<file path="config.mk">
export PLATFORM = sky130hd
export DESIGN_NAME = pre_mem_writer_flat
export DESIGN_NICKNAME = d
export VERILOG_FILES = /design/src/rtl/pre_mem_writer_if.sv /design/src/rtl/pre_mem_writer.sv /design/src/flat_wrapper.sv
export SDC_FILE = /design/constraint.sdc
export NUM_CORES = 1
export LEC_CHECK = 0
export BUFFER_PORTS_ARGS = -buffer_cell sky130_fd_sc_hd__buf_2
export CAP_MARGIN = 30
export CORE_UTILIZATION = 35
export DETAILED_ROUTE_END_ITERATION = 7
export HOLD_SLACK_MARGIN = 0.02
export PLACE_DENSITY = 0.61
export SYNTH_ARGS = -nofsm -noshare
export SYNTH_HDL_FRONTEND = slang
export SYNTH_SLANG_ARGS = --single-unit
</file>
<file path="constraint.sdc">
create_clock -name clk -period 12.2 [get_ports clk]
set_input_delay 0.61 -clock clk [delete_from_list [all_inputs] [get_ports clk]]
set_output_delay 0.61 -clock clk [all_outputs]
set_load 0.1 [all_outputs]
</file>
<file path="src/rtl/pre_mem_writer_if.sv">
// Pooling-stage / SRAM-side signal bundle for pre_mem_writer.
// The writer takes the master modport; the environment takes the slave modport.
interface pre_mem_writer_if #(
  parameter int DEPTH = 16
);
  localparam int CW = $clog2(DEPTH) + 1;

  logic          PRE_WR_BUF;
  logic [31:0]   PRE_DIN;
  logic          PRE_REQ;
  logic [3:0]    PRE_CMD;
  logic [31:0]   PRE_ADDR;
  logic          MEM_PRE_SEL;
  logic          MEM_FIN;
  logic          SRAM_GNT;
  logic          SRAM_CS;
  logic          SRAM_WE;
  logic [31:0]   SRAM_ADDR;
  logic [31:0]   SRAM_WDATA;
  logic [CW-1:0] BUF_CNT;
  logic [1:0]    ERR;

  modport master (
    input  PRE_WR_BUF, PRE_DIN, PRE_REQ, PRE_CMD, PRE_ADDR, SRAM_GNT,
    output MEM_PRE_SEL, MEM_FIN, SRAM_CS, SRAM_WE, SRAM_ADDR, SRAM_WDATA,
           BUF_CNT, ERR
  );

  modport slave (
    output PRE_WR_BUF, PRE_DIN, PRE_REQ, PRE_CMD, PRE_ADDR, SRAM_GNT,
    input  MEM_PRE_SEL, MEM_FIN, SRAM_CS, SRAM_WE, SRAM_ADDR, SRAM_WDATA,
           BUF_CNT, ERR
  );
endinterface

</file>
<file path="src/rtl/pre_mem_writer.sv">
// Buffers pooled words in a show-ahead FIFO and drains them to SRAM as an
// address-incrementing burst when the pooling stage raises a write request.
module pre_mem_writer #(
  parameter int         DEPTH  = 16,
  parameter logic [3:0] CMD_WR = 4'h1
) (
  input  logic             clk,
  input  logic             rst_n,
  pre_mem_writer_if.master bus
);
  localparam int AW = $clog2(DEPTH);
  localparam int CW = AW + 1;

  // state | meaning
  // IDLE  | waiting for a PRE_REQ rising edge
  // DRAIN | writing rem_q buffered words to SRAM
  // FIN   | one-cycle MEM_FIN pulse
  typedef enum logic [1:0] {IDLE, DRAIN, FIN} state_t;

  state_t        state, state_nxt;
  logic [31:0]   mem [DEPTH];
  logic [AW-1:0] wr_ptr, rd_ptr;
  logic [CW-1:0] count;
  logic [31:0]   addr_q;
  logic [CW-1:0] rem_q;
  logic          req_q;
  logic [1:0]    err_q;

  logic full, pop, push, overflow, req_edge;
  logic ld, cmd_err, sram_cs, fin;

  assign full     = (count == CW'(DEPTH));
  assign pop      = sram_cs & bus.SRAM_GNT;
  // A same-cycle pop frees a slot, so a push into a full buffer still lands.
  assign push     = bus.PRE_WR_BUF & (~full | pop);
  assign overflow = bus.PRE_WR_BUF & ~push;
  assign req_edge = bus.PRE_REQ & ~req_q;

  always_ff @(posedge clk) begin
    if (push) mem[wr_ptr] <= bus.PRE_DIN;
  end

  always_ff @(posedge clk or negedge rst_n) begin
    if (!rst_n) begin
      wr_ptr <= '0;
      rd_ptr <= '0;
      count  <= '0;
    end else begin
      if (push) wr_ptr <= wr_ptr + AW'(1);
      if (pop)  rd_ptr <= rd_ptr + AW'(1);
      count <= count + CW'(push) - CW'(pop);
    end
  end

  always_ff @(posedge clk or negedge rst_n) begin
    if (!rst_n) begin
      state  <= IDLE;
      addr_q <= '0;
      rem_q  <= '0;
      req_q  <= 1'b0;
      err_q  <= '0;
    end else begin
      state <= state_nxt;
      req_q <= bus.PRE_REQ;
      err_q <= err_q | {cmd_err, overflow};
      // Burst length is frozen at request time; later pushes wait for the next burst.
      if (ld) begin
        addr_q <= bus.PRE_ADDR;
        rem_q  <= count;
      end else if (pop) begin
        addr_q <= addr_q + 32'd4;
        rem_q  <= rem_q - CW'(1);
      end
    end
  end

  always_comb begin
    state_nxt = state;
    ld        = 1'b0;
    cmd_err   = 1'b0;
    sram_cs   = 1'b0;
    fin       = 1'b0;
    case (state)
      IDLE: begin
        if (req_edge) begin
          if (bus.PRE_CMD == CMD_WR) begin
            ld        = 1'b1;
            state_nxt = DRAIN;
          end else begin
            cmd_err   = 1'b1;
            state_nxt = FIN;
          end
        end
      end
      DRAIN: begin
        if (rem_q == '0) state_nxt = FIN;
        else             sram_cs   = 1'b1;
      end
      FIN: begin
        fin       = 1'b1;
        state_nxt = IDLE;
      end
      default: state_nxt = IDLE;
    endcase
  end

  assign bus.MEM_PRE_SEL = (state != IDLE);
  assign bus.MEM_FIN     = fin;
  assign bus.SRAM_CS     = sram_cs;
  assign bus.SRAM_WE     = sram_cs;
  assign bus.SRAM_ADDR   = sram_cs ? addr_q : 32'd0;
  assign bus.SRAM_WDATA  = sram_cs ? mem[rd_ptr] : 32'd0;
  assign bus.BUF_CNT     = count;
  assign bus.ERR         = err_q;
endmodule

</file>
<file path="src/flat_wrapper.sv">
// flat-port wrapper written by rule: the top's interface ports become plain ports
module pre_mem_writer_flat 
#(
  parameter int         DEPTH  = 16,
  parameter logic [3:0] CMD_WR = 4'h1
)
  (clk, rst_n, bus_PRE_WR_BUF, bus_PRE_DIN, bus_PRE_REQ, bus_PRE_CMD, bus_PRE_ADDR, bus_SRAM_GNT, bus_MEM_PRE_SEL, bus_MEM_FIN, bus_SRAM_CS, bus_SRAM_WE, bus_SRAM_ADDR, bus_SRAM_WDATA, bus_BUF_CNT, bus_ERR);
  pre_mem_writer_if #(.DEPTH(DEPTH)) bus_i ();
  input  logic clk;
  input  logic rst_n;
  input wire logic [$bits(bus_i.PRE_WR_BUF)-1:0] bus_PRE_WR_BUF;
  input wire logic [$bits(bus_i.PRE_DIN)-1:0] bus_PRE_DIN;
  input wire logic [$bits(bus_i.PRE_REQ)-1:0] bus_PRE_REQ;
  input wire logic [$bits(bus_i.PRE_CMD)-1:0] bus_PRE_CMD;
  input wire logic [$bits(bus_i.PRE_ADDR)-1:0] bus_PRE_ADDR;
  input wire logic [$bits(bus_i.SRAM_GNT)-1:0] bus_SRAM_GNT;
  output wire logic [$bits(bus_i.MEM_PRE_SEL)-1:0] bus_MEM_PRE_SEL;
  output wire logic [$bits(bus_i.MEM_FIN)-1:0] bus_MEM_FIN;
  output wire logic [$bits(bus_i.SRAM_CS)-1:0] bus_SRAM_CS;
  output wire logic [$bits(bus_i.SRAM_WE)-1:0] bus_SRAM_WE;
  output wire logic [$bits(bus_i.SRAM_ADDR)-1:0] bus_SRAM_ADDR;
  output wire logic [$bits(bus_i.SRAM_WDATA)-1:0] bus_SRAM_WDATA;
  output wire logic [$bits(bus_i.BUF_CNT)-1:0] bus_BUF_CNT;
  output wire logic [$bits(bus_i.ERR)-1:0] bus_ERR;
  assign bus_i.PRE_WR_BUF = bus_PRE_WR_BUF;
  assign bus_i.PRE_DIN = bus_PRE_DIN;
  assign bus_i.PRE_REQ = bus_PRE_REQ;
  assign bus_i.PRE_CMD = bus_PRE_CMD;
  assign bus_i.PRE_ADDR = bus_PRE_ADDR;
  assign bus_i.SRAM_GNT = bus_SRAM_GNT;
  assign bus_MEM_PRE_SEL = bus_i.MEM_PRE_SEL;
  assign bus_MEM_FIN = bus_i.MEM_FIN;
  assign bus_SRAM_CS = bus_i.SRAM_CS;
  assign bus_SRAM_WE = bus_i.SRAM_WE;
  assign bus_SRAM_ADDR = bus_i.SRAM_ADDR;
  assign bus_SRAM_WDATA = bus_i.SRAM_WDATA;
  assign bus_BUF_CNT = bus_i.BUF_CNT;
  assign bus_ERR = bus_i.ERR;
  pre_mem_writer #(.DEPTH(DEPTH), .CMD_WR(CMD_WR)) u_core (.clk(clk), .rst_n(rst_n), .bus(bus_i));
endmodule
</file>
; ---- After elaboration in Yosys (flattened, before gate mapping)
; Memory sizes are Yosys's and may differ from the RTL's.
; Index checks and enable logic that the tools add are counted.
[totals]
register_bits = 55
ram_bits = 512
output_inout_bits = 75
word_cells = 56
mem_count = 1
[op_classes]
addsub = 6
eq_ne = 6
mux = 21
bitwise = 9
reduce_logical = 5
[mem_list]
columns = name, words, word_bits, rd, rd_ports_with_merged_regs, wr, line_no
row1 = u_core.mem, 16, 32, 1, 0, 1, pre_mem_writer.sv:21  ; logic [31:0] mem [DEPTH];
[ops]
columns = op, n
row1 = 32-bit two-way mux, 4
row2 = 32-bit by 3-bit adder with 32-bit output (second input constant), 1
row3 = 1-bit two-way mux, 11
row4 = 5-bit two-way mux, 2
row5 = 4-bit by 1-bit adder with 4-bit output (second input constant), 2
row6 = 2-bit two-way mux, 3
row7 = 5-bit by 1-bit adder with 5-bit output, 1
row8 = 5-bit equality test (second input constant), 1
row9 = 5-bit zero test, 1
row10 = 5-bit by 1-bit subtractor with 5-bit output, 1
row11 = 5-bit by 1-bit subtractor with 5-bit output (second input constant), 1
row12 = 1-bit AND, 4
row13 = 4-bit by 1-bit equality test with 1-bit output (second input constant), 1
row14 = 2-bit by 1-bit inequality test with 1-bit output (second input constant), 2
row15 = 2-bit one-hot mux with 2 select lines, 1
row16 = 2-bit nonzero test, 2
row17 = 1-bit NOT, 3
row18 = 2-bit by 1-bit equality test with 1-bit output (second input constant), 1
row19 = 2-bit equality test (second input constant), 1
row20 = 2-bit zero test, 1
row21 = 2-bit OR, 1
row22 = 2-bit AND reduction, 1
row23 = 1-bit OR, 1

; ---- Logic depth before layout (Yosys ltp)
; Gate-level depths: netlist of run 1.
[depth]
depth_word = 9
mapped_depth = 17
ltp_nobuf = 15

; ---- Worst setup path after synthesis of run 1
; No wires, ideal clock.
[synth_timing]
path_type = register -> register
from = register u_core.count[3], in the netlist u_core.bus.BUF_CNT[3]
to = memory u_core.mem[3][0], enable pin
arrival_time_ps = 4256
path_slack_ps = 7484
stages_incl_launch_ff = 8
n_path_buf = 0
period_less_slack_ps = 4716
cell_sequence = dfrtp_1 > inv_1 > ha_1 > nand2_1 > nor3_1 > a21boi_2 > nand2_1 > nor3_1
[synth_via]
elab_chain_len = 6
[synth_rtl]
columns = element, line_no
row1 = "start, declared", pre_mem_writer.sv:23  ; logic [CW-1:0] count;
row2 = "start signal, assigned", pre_mem_writer.sv:51  ; count <= count + CW'(push) - CW'(pop);
row3 = 5-bit equality test, pre_mem_writer.sv:32  ; assign full = (count == CW'(DEPTH));
row4 = 1-bit NOT, pre_mem_writer.sv:35  ; assign push = bus.PRE_WR_BUF & (~full | pop);
row5 = 1-bit OR, pre_mem_writer.sv:35
row6 = 1-bit AND, pre_mem_writer.sv:35
row7 = via u_core.push, pre_mem_writer.sv:29  ; logic full, pop, push, overflow, req_edge;
row8 = 1-bit two-way mux, pre_mem_writer.sv:40  ; if (push) mem[wr_ptr] <= bus.PRE_DIN;
row9 = 1-bit two-way mux (implied by the code), pre_mem_writer.sv:40
row10 = "end, declared", pre_mem_writer.sv:21
; The timed path passes the listed nets, and every way through them passes these cells.

; ---- Final worst setup path of run 1
[layout_timing]
from = register u_core.rem_q[0]
to = output port bus_SRAM_WDATA[27]
[layout_via]
elab_chain_len = 4
[layout_rtl]
columns = element, line_no
row1 = "start, declared", pre_mem_writer.sv:25  ; logic [CW-1:0] rem_q;
row2 = "start signal, assigned", pre_mem_writer.sv:69  ; rem_q <= count;
row3 = "start signal, assigned", pre_mem_writer.sv:72  ; rem_q <= rem_q - CW'(1);
row4 = 5-bit zero test, pre_mem_writer.sv:96  ; if (rem_q == '0) state_nxt = FIN;
row5 = 1-bit two-way mux, pre_mem_writer.sv:96
row6 = 1-bit two-way mux, pre_mem_writer.sv:83  ; case (state)
row7 = 32-bit two-way mux, pre_mem_writer.sv:112  ; assign bus.SRAM_WDATA = sram_cs ? mem[rd_ptr] : 32'd0;
row8 = "end, declared", flat_wrapper.sv:22  ; output wire logic [$bits(bus_i.SRAM_WDATA)-1:0] bus_SRAM_WDATA;
; Every way passes these cells.

==> impl_metrics.sql, run 1 <==
INSERT INTO impl_metrics (metric_group, metric, value, unit) VALUES
('placed_design', 'place.detailed.hpwl', '29.1', 'mm'),
('logic_synthesis', 'synth_ff_type', 'sky130_fd_sc_hd__edfxtp_1', ''),
('cells_and_area', 'layout-drive-gt1-share', '31.5', '%'),
('setup_path', 'worst-setup-path-type', 'reg2out', ''),
('setup_path', 'cell_by_cell_trace_of_the_critical_path', 'inv_1, ha_1, or4b_1, and2_1, nand2_2, o22ai_1, buf_2', ''),
('job', 'max_cap_violations', '0', ''),
('logic_synthesis', 'syn_area', '22700', 'sq um'),
('routing', 'drtAntennaViolNets', '0', ''),
('sta', 'clock.fmax', '200', 'MHz'),
('logic_synthesis', 'syn-mean-instance-area', '19.6', 'sq um'),
('setup_path', 'setup.worst_path.start_class', 'flop', ''),
('cells_and_area', 'multiInputGateArea', '5700', 'sq um'),
('routing', 'finalWirelength', '49.2', 'mm'),
('status', 'violated_checks', 'DRC', ''),
('cells_and_area', 'most_used_cells_in_the_layout_excluding_fill_and_tap_cells', 'sky130_fd_sc_hd__edfxtp_1 (512), sky130_fd_sc_hd__buf_2 (147), sky130_fd_sc_hd__mux4_2 (128)', ''),
('routing', 'wl_per_cell', '22.0', 'um'),
('placed_design', 'place.detailed.instances', '2123', ''),
('clock_network', 'cts.clk_slew.worst_paths', '0.06', 'ns'),
('routing', 'drt_drc_violations_left', '2', ''),
('worst_hold_path', 'hold_path_class', 'in2reg', ''),
('logic_synthesis', 'synth_cells', '1161', ''),
('sta', 'hold_violations', '0', ''),
('routing', 'drt-initial-drc-count', '919', ''),
('logic_synthesis', 'synth_async_sr_flop_share', '9.70', '%'),
('logic_synthesis', 'yosysWarningCount', '0', ''),
('clock_network', 'clk_buf_depth', '3', ''),
('setup_path', 'arrival_time_of_the_worst_setup_path', '4.40', 'ns'),
('global_routing', 'global_route.usage.total', '15.1', '%'),
('clock_network', 'cts_setup_buffers', '0', ''),
('cells_and_area', 'synthToLayoutAreaGrowth', '17.4', '%'),
('sta', 'timing_worst_slew_pin_value', '1.02', 'ns'),
('floorplan', 'row_count', '93', ''),
('routing', 'detail_route.vias_per_cell', '5.12', ''),
('setup_path', 'worst_path_largest_cell_delay', '0.83', 'ns'),
('setup_path', 'worst-endpoint-required', '11.59', 'ns'),
('floorplan', 'initial_utilization', '35.4', '%'),
('floorplan', 'core_region_area', '64200', 'sq um'),
('placed_design', 'numPortBuffers', '147', ''),
('cells_and_area', 'layout.cells.non_filler', '2233', ''),
('sta', 'maxSlewViolCount', '0', ''),
('sta', 'period_share', '41.1', '%'),
('cells_and_area', 'final.fill_count', '5711', ''),
('clock_network', 'clk_root_buffer_cell', 'sky130_fd_sc_hd__clkbuf_16', ''),
('routing', 'vias', '11400', ''),
('floorplan', 'die_width', '257', 'um'),
('pwr', 'pwr-share-seq', '45.2', '%'),
('floorplan', 'die_height', '257', 'um'),
('cells_and_area', 'antenna-diode-count', '0', ''),
('pwr', 'p_sw', '0.00164', 'W'),
('logic_synthesis', 'seq_area_frac_synth', '73.8', '%'),
('clock_network', 'hold_buffers', '0', ''),
('setup_path', 'critPathBufInv', '2', ''),
('clock_network', 'cts.htree.levels', '2', ''),
('clock_network', 'clock_tree_from_tritoncts', 'done', ''),
('global_routing', 'first_global_vias', '12000', ''),
('cells_and_area', 'layout.core_utilization', '41.5', '%'),
('status', 'status', 'finished with violations', ''),
('pwr', 'p_sw_share', '29.6', '%'),
('global_routing', 'grt_pass1_wl', '75.8', 'mm'),
('pwr', 'power.static_leakage', '8.87', 'nW'),
('cells_and_area', 'layout.cells.most_common', 'sky130_fd_sc_hd__edfxtp_1', ''),
('sta', 'final.setup_skew', '0.0314', 'ns'),
('sta', 'min_period', '5.01', 'ns'),
('cells_and_area', 'num-nets-final', '1417', ''),
('setup_path', 'worstSetupEndpointType', 'output port', ''),
('placed_design', 'gp_congestion', '0.779', ''),
('global_routing', 'grt_ovf', '0', ''),
('logic_synthesis', 'yosys_register_bits', '567', ''),
('pwr', 'power_density_relative_to_cell_area', '207', 'nW/um^2'),
('routing', 'detailedRoute.firstPassIterationCount', '7', ''),
('pwr', 'pwr-share-clk', '31.6', '%');
[power groups by stage]
stage | Combinational, W | Clock [W] | Sequential (W)
after global placement | 0.00125 | 0 | 0.00254
after CTS | 0.00130 | 0.00178 | 0.00251
after global routing | 0.00139 | 0.00185 | 0.00253
after detailed placement | 0.00130 | 0 | 0.00255
after floorplan | 0.000931 | 0 | 0.00253
final | 0.00128 | 0.00175 | 0.00250
[worst paths after layout]
check                                  from                  to  slack [ns]  depth (start not counted)
hold / removal                  bus_PRE_REQ        u_core.req_q        0.13                          1
min in group asynchronous             rst_n   u_core.addr_q[11]        0.15                          2
hold reg to reg            u_core.addr_q[0]    u_core.addr_q[0]        0.48                          2
setup reg to reg            u_core.rem_q[0]  u_core.mem[15][27]        8.18                          8
setup / recovery            u_core.rem_q[0]  bus_SRAM_WDATA[27]        7.19                          7
max in group asynchronous             rst_n    u_core.rd_ptr[3]       11.47                          2
[synth_stat cells (all sizes together), types with 17 or more instances]
master / number / area, sq um
mux2i: 66 / 661
edfxtp: 512 / 15400
o22ai: 34 / 219
and3: 37 / 231
inv: 17 / 66.3
buf: 34 / 191
o21ai: 20 / 100
dfrtp: 55 / 1380
nor2: 30 / 120
clkbuf: 33 / 126
mux4: 128 / 2880
nand2: 48 / 180
nand3: 21 / 118
[cell families after synthesis]
kind of cell               after synthesis  synth area share, %
xor gates and xnor gates                25                0.964
adders and majority gates               15                0.859
and+or+nand+nor                        187                 4.48
buffers and inverters                   84                 1.69
DFF                                    567                 73.8
muxes                                  195                 15.7
AOI/OAI and AO/OA                       88                 2.59
[sequential cells by signal, indices dropped and copies added (netlist names)]
register / count
u_core.addr_q: 32
u_core.bus.BUF_CNT: 5
u_core.bus.ERR: 2
u_core.mem: 512
u_core.rd_ptr: 4
u_core.rem_q: 5
u_core.req_q: 1
u_core.state: 2
u_core.wr_ptr: 4
[final cells by class]
cell class	instances	area share [%]
clock buffer	66	5.56
clock inverter	43	1.53
inverter	17	0.249
multi-input combinational	510	21.4
sequential	567	62.9
tap	855	4.01
timing repair buffer	175	4.37
[layer usage]
| metal | part of all wire, % | track usage [%] |
|---|---|---|
| met4 | 1.7 | 3.98 |
| met1 | 44 | 20.4 |
| met3 | 4.3 | 2.57 |
| met2 | 50 | 25.4 |
| met5 | 0 | 0 |
[through the flow]
| step | area (sq um) | hold slack (ns) | power, W | setup slack, ns |
|---|---|---|---|---|
| floorplan | 22700 | 0.314 | 0.00346 | 7.48 |
| global placement | 24400 | 0.449 | 0.00379 | 7.78 |
| detailed placement | 24700 | 0.460 | 0.00384 | 7.79 |
| CTS | 26600 | 0.104 | 0.00559 | 7.13 |
| global route | 26700 | 0.114 | 0.00577 | 6.90 |
| finish | 26700 | 0.126 | 0.00553 | 7.19 |
No activity file was read; power rests on OpenSTA's default activity.
==> inputs of run 2 (changes only) <==
--- a/config.mk
+++ b/config.mk
@@ -10,7 +10,7 @@
 export CORE_UTILIZATION = 35
 export DETAILED_ROUTE_END_ITERATION = 7
 export HOLD_SLACK_MARGIN = 0.02
-export PLACE_DENSITY = 0.61
+export PLACE_DENSITY = 0.63
 export SYNTH_ARGS = -nofsm -noshare
 export SYNTH_HDL_FRONTEND = slang
 export SYNTH_SLANG_ARGS = --single-unit
==> constraint.sdc (replaced) <==
create_clock -name clk -period 4.5 [get_ports clk]
set_input_delay 0.225 -clock clk [delete_from_list [all_inputs] [get_ports clk]]
set_output_delay 0.225 -clock clk [all_outputs]
set_load 0.1 [all_outputs]
==> impl_metrics.sql, run 2 (synthesis gave the netlist of run 1 again) <==
INSERT INTO impl_metrics (metric_group, metric, value, unit) VALUES
('status', 'status', 'complete, no violations', ''),
('clock_network', 'clock_latency', '0.63', 'ns'),
('global_routing', 'gr-usage-met3', '3.03', '%'),
('global_routing', 'grt_busiest_layer', 'met2', ''),
('global_routing', 'first_global_vias', '12400', ''),
('global_routing', 'pin_count_of_the_biggest_net_entering_global_routing', '58', ''),
('clock_network', 'numCtsBuffers', '56', ''),
('worst_hold_path', 'hold_path_class', 'in2reg', ''),
('sta', 'setup_tns', '0', 'ns'),
('cells_and_area', 'most_used_cells_in_the_layout_excluding_fill_and_tap_cells', 'sky130_fd_sc_hd__edfxtp_1 (512), sky130_fd_sc_hd__buf_2 (147), sky130_fd_sc_hd__mux4_2 (128)', ''),
('clock_network', 'tritoncts_num_sinks', '567', ''),
('setup_path', 'worst-endpoint-required', '4.28', 'ns'),
('setup_path', 'worst-setup-path-type', 'reg2out', ''),
('routing', 'vias', '11900', ''),
('clock_network', 'cts_setup_buffers', '0', ''),
('global_routing', 'grt_ovf', '0', ''),
('routing', 'drt_drc_violations_left', '0', ''),
('placed_design', 'numPortBuffers', '147', ''),
('floorplan', 'core_region_area', '64200', 'sq um'),
('sta', 'slew_margin_rel', '40.9', '%'),
('sta', 'min_period', '3.83', 'ns'),
('cells_and_area', 'largestRegisters', 'u_core.mem: 512 flops, u_core.addr_q: 32 flops', ''),
('setup_path', 'critical_path_stages', '9', ''),
('cells_and_area', 'final.fill_count', '5651', ''),
('placed_design', 'post-place-ws', '1.24', 'ns'),
('routing', 'detailedRoute.firstPassIterationCount', '5', ''),
('clock_network', 'cts.htree.levels', '2', ''),
('setup_path', 'cell_by_cell_trace_of_the_critical_path', 'inv_1, ha_1, or4b_1, buf_4, and2_1, nand2_2, buf_4, o22ai_1, buf_2', ''),
('routing', 'drt-initial-drc-count', '871', ''),
('pwr', 'power.static_leakage', '9.17', 'nW'),
('floorplan', 'die_height', '257', 'um'),
('worst_hold_path', 'worst_hold_path.num_cells', '3', ''),
('routing', 'detail_route.vias_per_cell', '5.16', ''),
('cells_and_area', 'sequential_cell_area', '16800', 'sq um'),
('sta', 'fin_ws', '0.672', 'ns'),
('cells_and_area', 'synthToLayoutAreaGrowth', '20.1', '%'),
('cells_and_area', 'finalInstanceArea', '27300', 'sq um'),
('setup_path', 'worstSetupEndpointType', 'output port', ''),
('setup_path', 'rr_worst_depth', '15', ''),
('clock_network', 'hold_buffers', '67', ''),
('setup_path', 'timing.critical_path.slowest_stage_cell', 'sky130_fd_sc_hd__or4b_1', ''),
('sta', 'period_share', '85.1', '%'),
('pwr', 'power.total', '0.0149', 'W'),
('global_routing', 'global_route.usage.total', '15.8', '%'),
('placed_design', 'gp_congestion', '0.784', ''),
('setup_path', 'timing.critical_path.max_delay_family', 'simple AND/OR/NAND/NOR gates', ''),
('floorplan', 'io_pins', '148', ''),
('clock_network', 'cts.clk_slew.worst_paths', '0.06', 'ns'),
('setup_path', 'maximum_net_fanout_on_the_critical_path', '33', ''),
('pwr', 'max-vdd-ir-drop', '0.000321', 'V'),
('setup_path', 'worst_path_largest_cell_delay', '0.51', 'ns'),
('clock_network', 'clock_tree_from_tritoncts', 'done', ''),
('sta', 'final.setup_skew', '0.0438', 'ns'),
('routing', 'drtAntennaViolNets', '0', ''),
('placed_design', 'place.detailed.hpwl', '31.1', 'mm'),
('cells_and_area', 'layout-drive-gt1-share', '29.8', '%'),
('setup_path', 'setup.worst_path.start_class', 'flop', ''),
('sta', 'timing_worst_slew_pin_value', '0.883', 'ns'),
('sta', 'rsz0062_at_grt', 'no', ''),
('clock_network', 'clk_root_buffer_cell', 'sky130_fd_sc_hd__clkbuf_16', ''),
('setup_path', 'arrival_time_of_the_worst_setup_path', '3.60', 'ns'),
('floorplan', 'die_width', '257', 'um'),
('cells_and_area', 'layout.cells.most_common', 'sky130_fd_sc_hd__edfxtp_1', ''),
('pwr', 'power_density_relative_to_cell_area', '546', 'nW/um^2'),
('cells_and_area', 'largest_register', 'u_core.mem', ''),
('cells_and_area', 'multiInputGateArea', '5720', 'sq um'),
('global_routing', 'antenna_found_initial', '1', ''),
('floorplan', 'initial_utilization', '35.4', '%'),
('sta', 'report.final.setup_viol', '0', ''),
('sta', 'clock.fmax', '261', 'MHz'),
('placed_design', 'place_area', '24800', 'sq um'),
('global_routing', 'grt_pass1_wl', '78.4', 'mm'),
('setup_path', 'critical_path.most_common_cell', 'sky130_fd_sc_hd__buf_4', ''),
('floorplan', 'row_count', '93', ''),
('clock_network', 'post_cts_resize_count', '0', ''),
('global_routing', 'routing_usage_on_met2', '27.4', '%'),
('global_routing', 'grtUsageMet1', '20.7', '%'),
('routing', 'finalWirelength', '52.0', 'mm'),
('routing', 'wl_per_cell', '22.5', 'um'),
('cells_and_area', 'num-nets-final', '1499', ''),
('cells_and_area', 'largest_register_ff_count', '512', ''),
('job', 'max_cap_violations', '0', ''),
('clock_network', 'clk_buf_depth', '3', ''),
('sta', 'hold_violations', '0', ''),
('floorplan', 'die_area', '65900', 'sq um'),
('setup_path', 'critPathBufInv', '4', ''),
('cells_and_area', 'antenna-diode-count', '0', ''),
('sta', 'maxSlewViolCount', '0', '');
## run 2: changes by cell type in the layout (fill, tap and decap cells not counted), sizes merged
cell / previous run / this run
buf: 175 / 192
bufinv: 5 / 3
clkbuf: 66 / 74
clkinv: 32 / 24
clkinvlp: 4 / 0
dlygate4sd3: 0 / 67
inv: 19 / 17
## run 2: cell type report
type	count	share of cell area, %
repair buffers	259	7.00
flip-flops and latches	567	61.4
well taps	855	3.92
inverters	17	0.243
clock inverters	27	0.899
multi-input cells	510	21.0
clock buffers	74	5.54
## run 2: where the power goes
group          leakage, nW  switching (W)  internal (W)  total (W)
Combinational         3.01        0.00210       0.00158    0.00368
Clock                0.858        0.00194       0.00253    0.00447
Sequential            5.31       0.000382       0.00637    0.00675
Total                 9.17        0.00442        0.0105     0.0149
## run 2: path summary, 6_finish.rpt
check | startpoint | endpoint | slack [ns]
worst max-delay path | u_core.rem_q[0] | bus_SRAM_WDATA[14] | 0.67
worst min register to register | u_core.addr_q[1] | u_core.addr_q[1] | 0.47
worst min-delay path | bus_SRAM_GNT | u_core.rd_ptr[0] | 0.10
max in group asynchronous | rst_n | u_core.rd_ptr[1] | 3.62
worst max register to register | u_core.rem_q[0] | u_core.bus.BUF_CNT[4] | 1.36
min in group asynchronous | rst_n | u_core.addr_q[10] | 0.32
## run 2: per-stage QoR
step                      instances  util, %  hold WS (ns)
after global placement         2139     38.6         0.366
after global routing           2309     42.5         0.116
after CTS                      2308     42.4        0.0692
after floorplan                1161        -       -0.0706
final                          2309     42.5         0.101
after detailed placement       2140     38.7         0.376
## run 2: routing by layer
layer / wire (um) / up-vias
met5: 13 / -
met4: 592 / 2
met2: 26700 / 330
met3: 2680 / 51
li1: - / 5243
met1: 22000 / 6299
## run 2: worst min-delay path, cell delays in order
cell,delay [ns]
sky130_fd_sc_hd__buf_2,0.12
sky130_fd_sc_hd__nand3_4,0.21
sky130_fd_sc_hd__xnor2_1,0.09
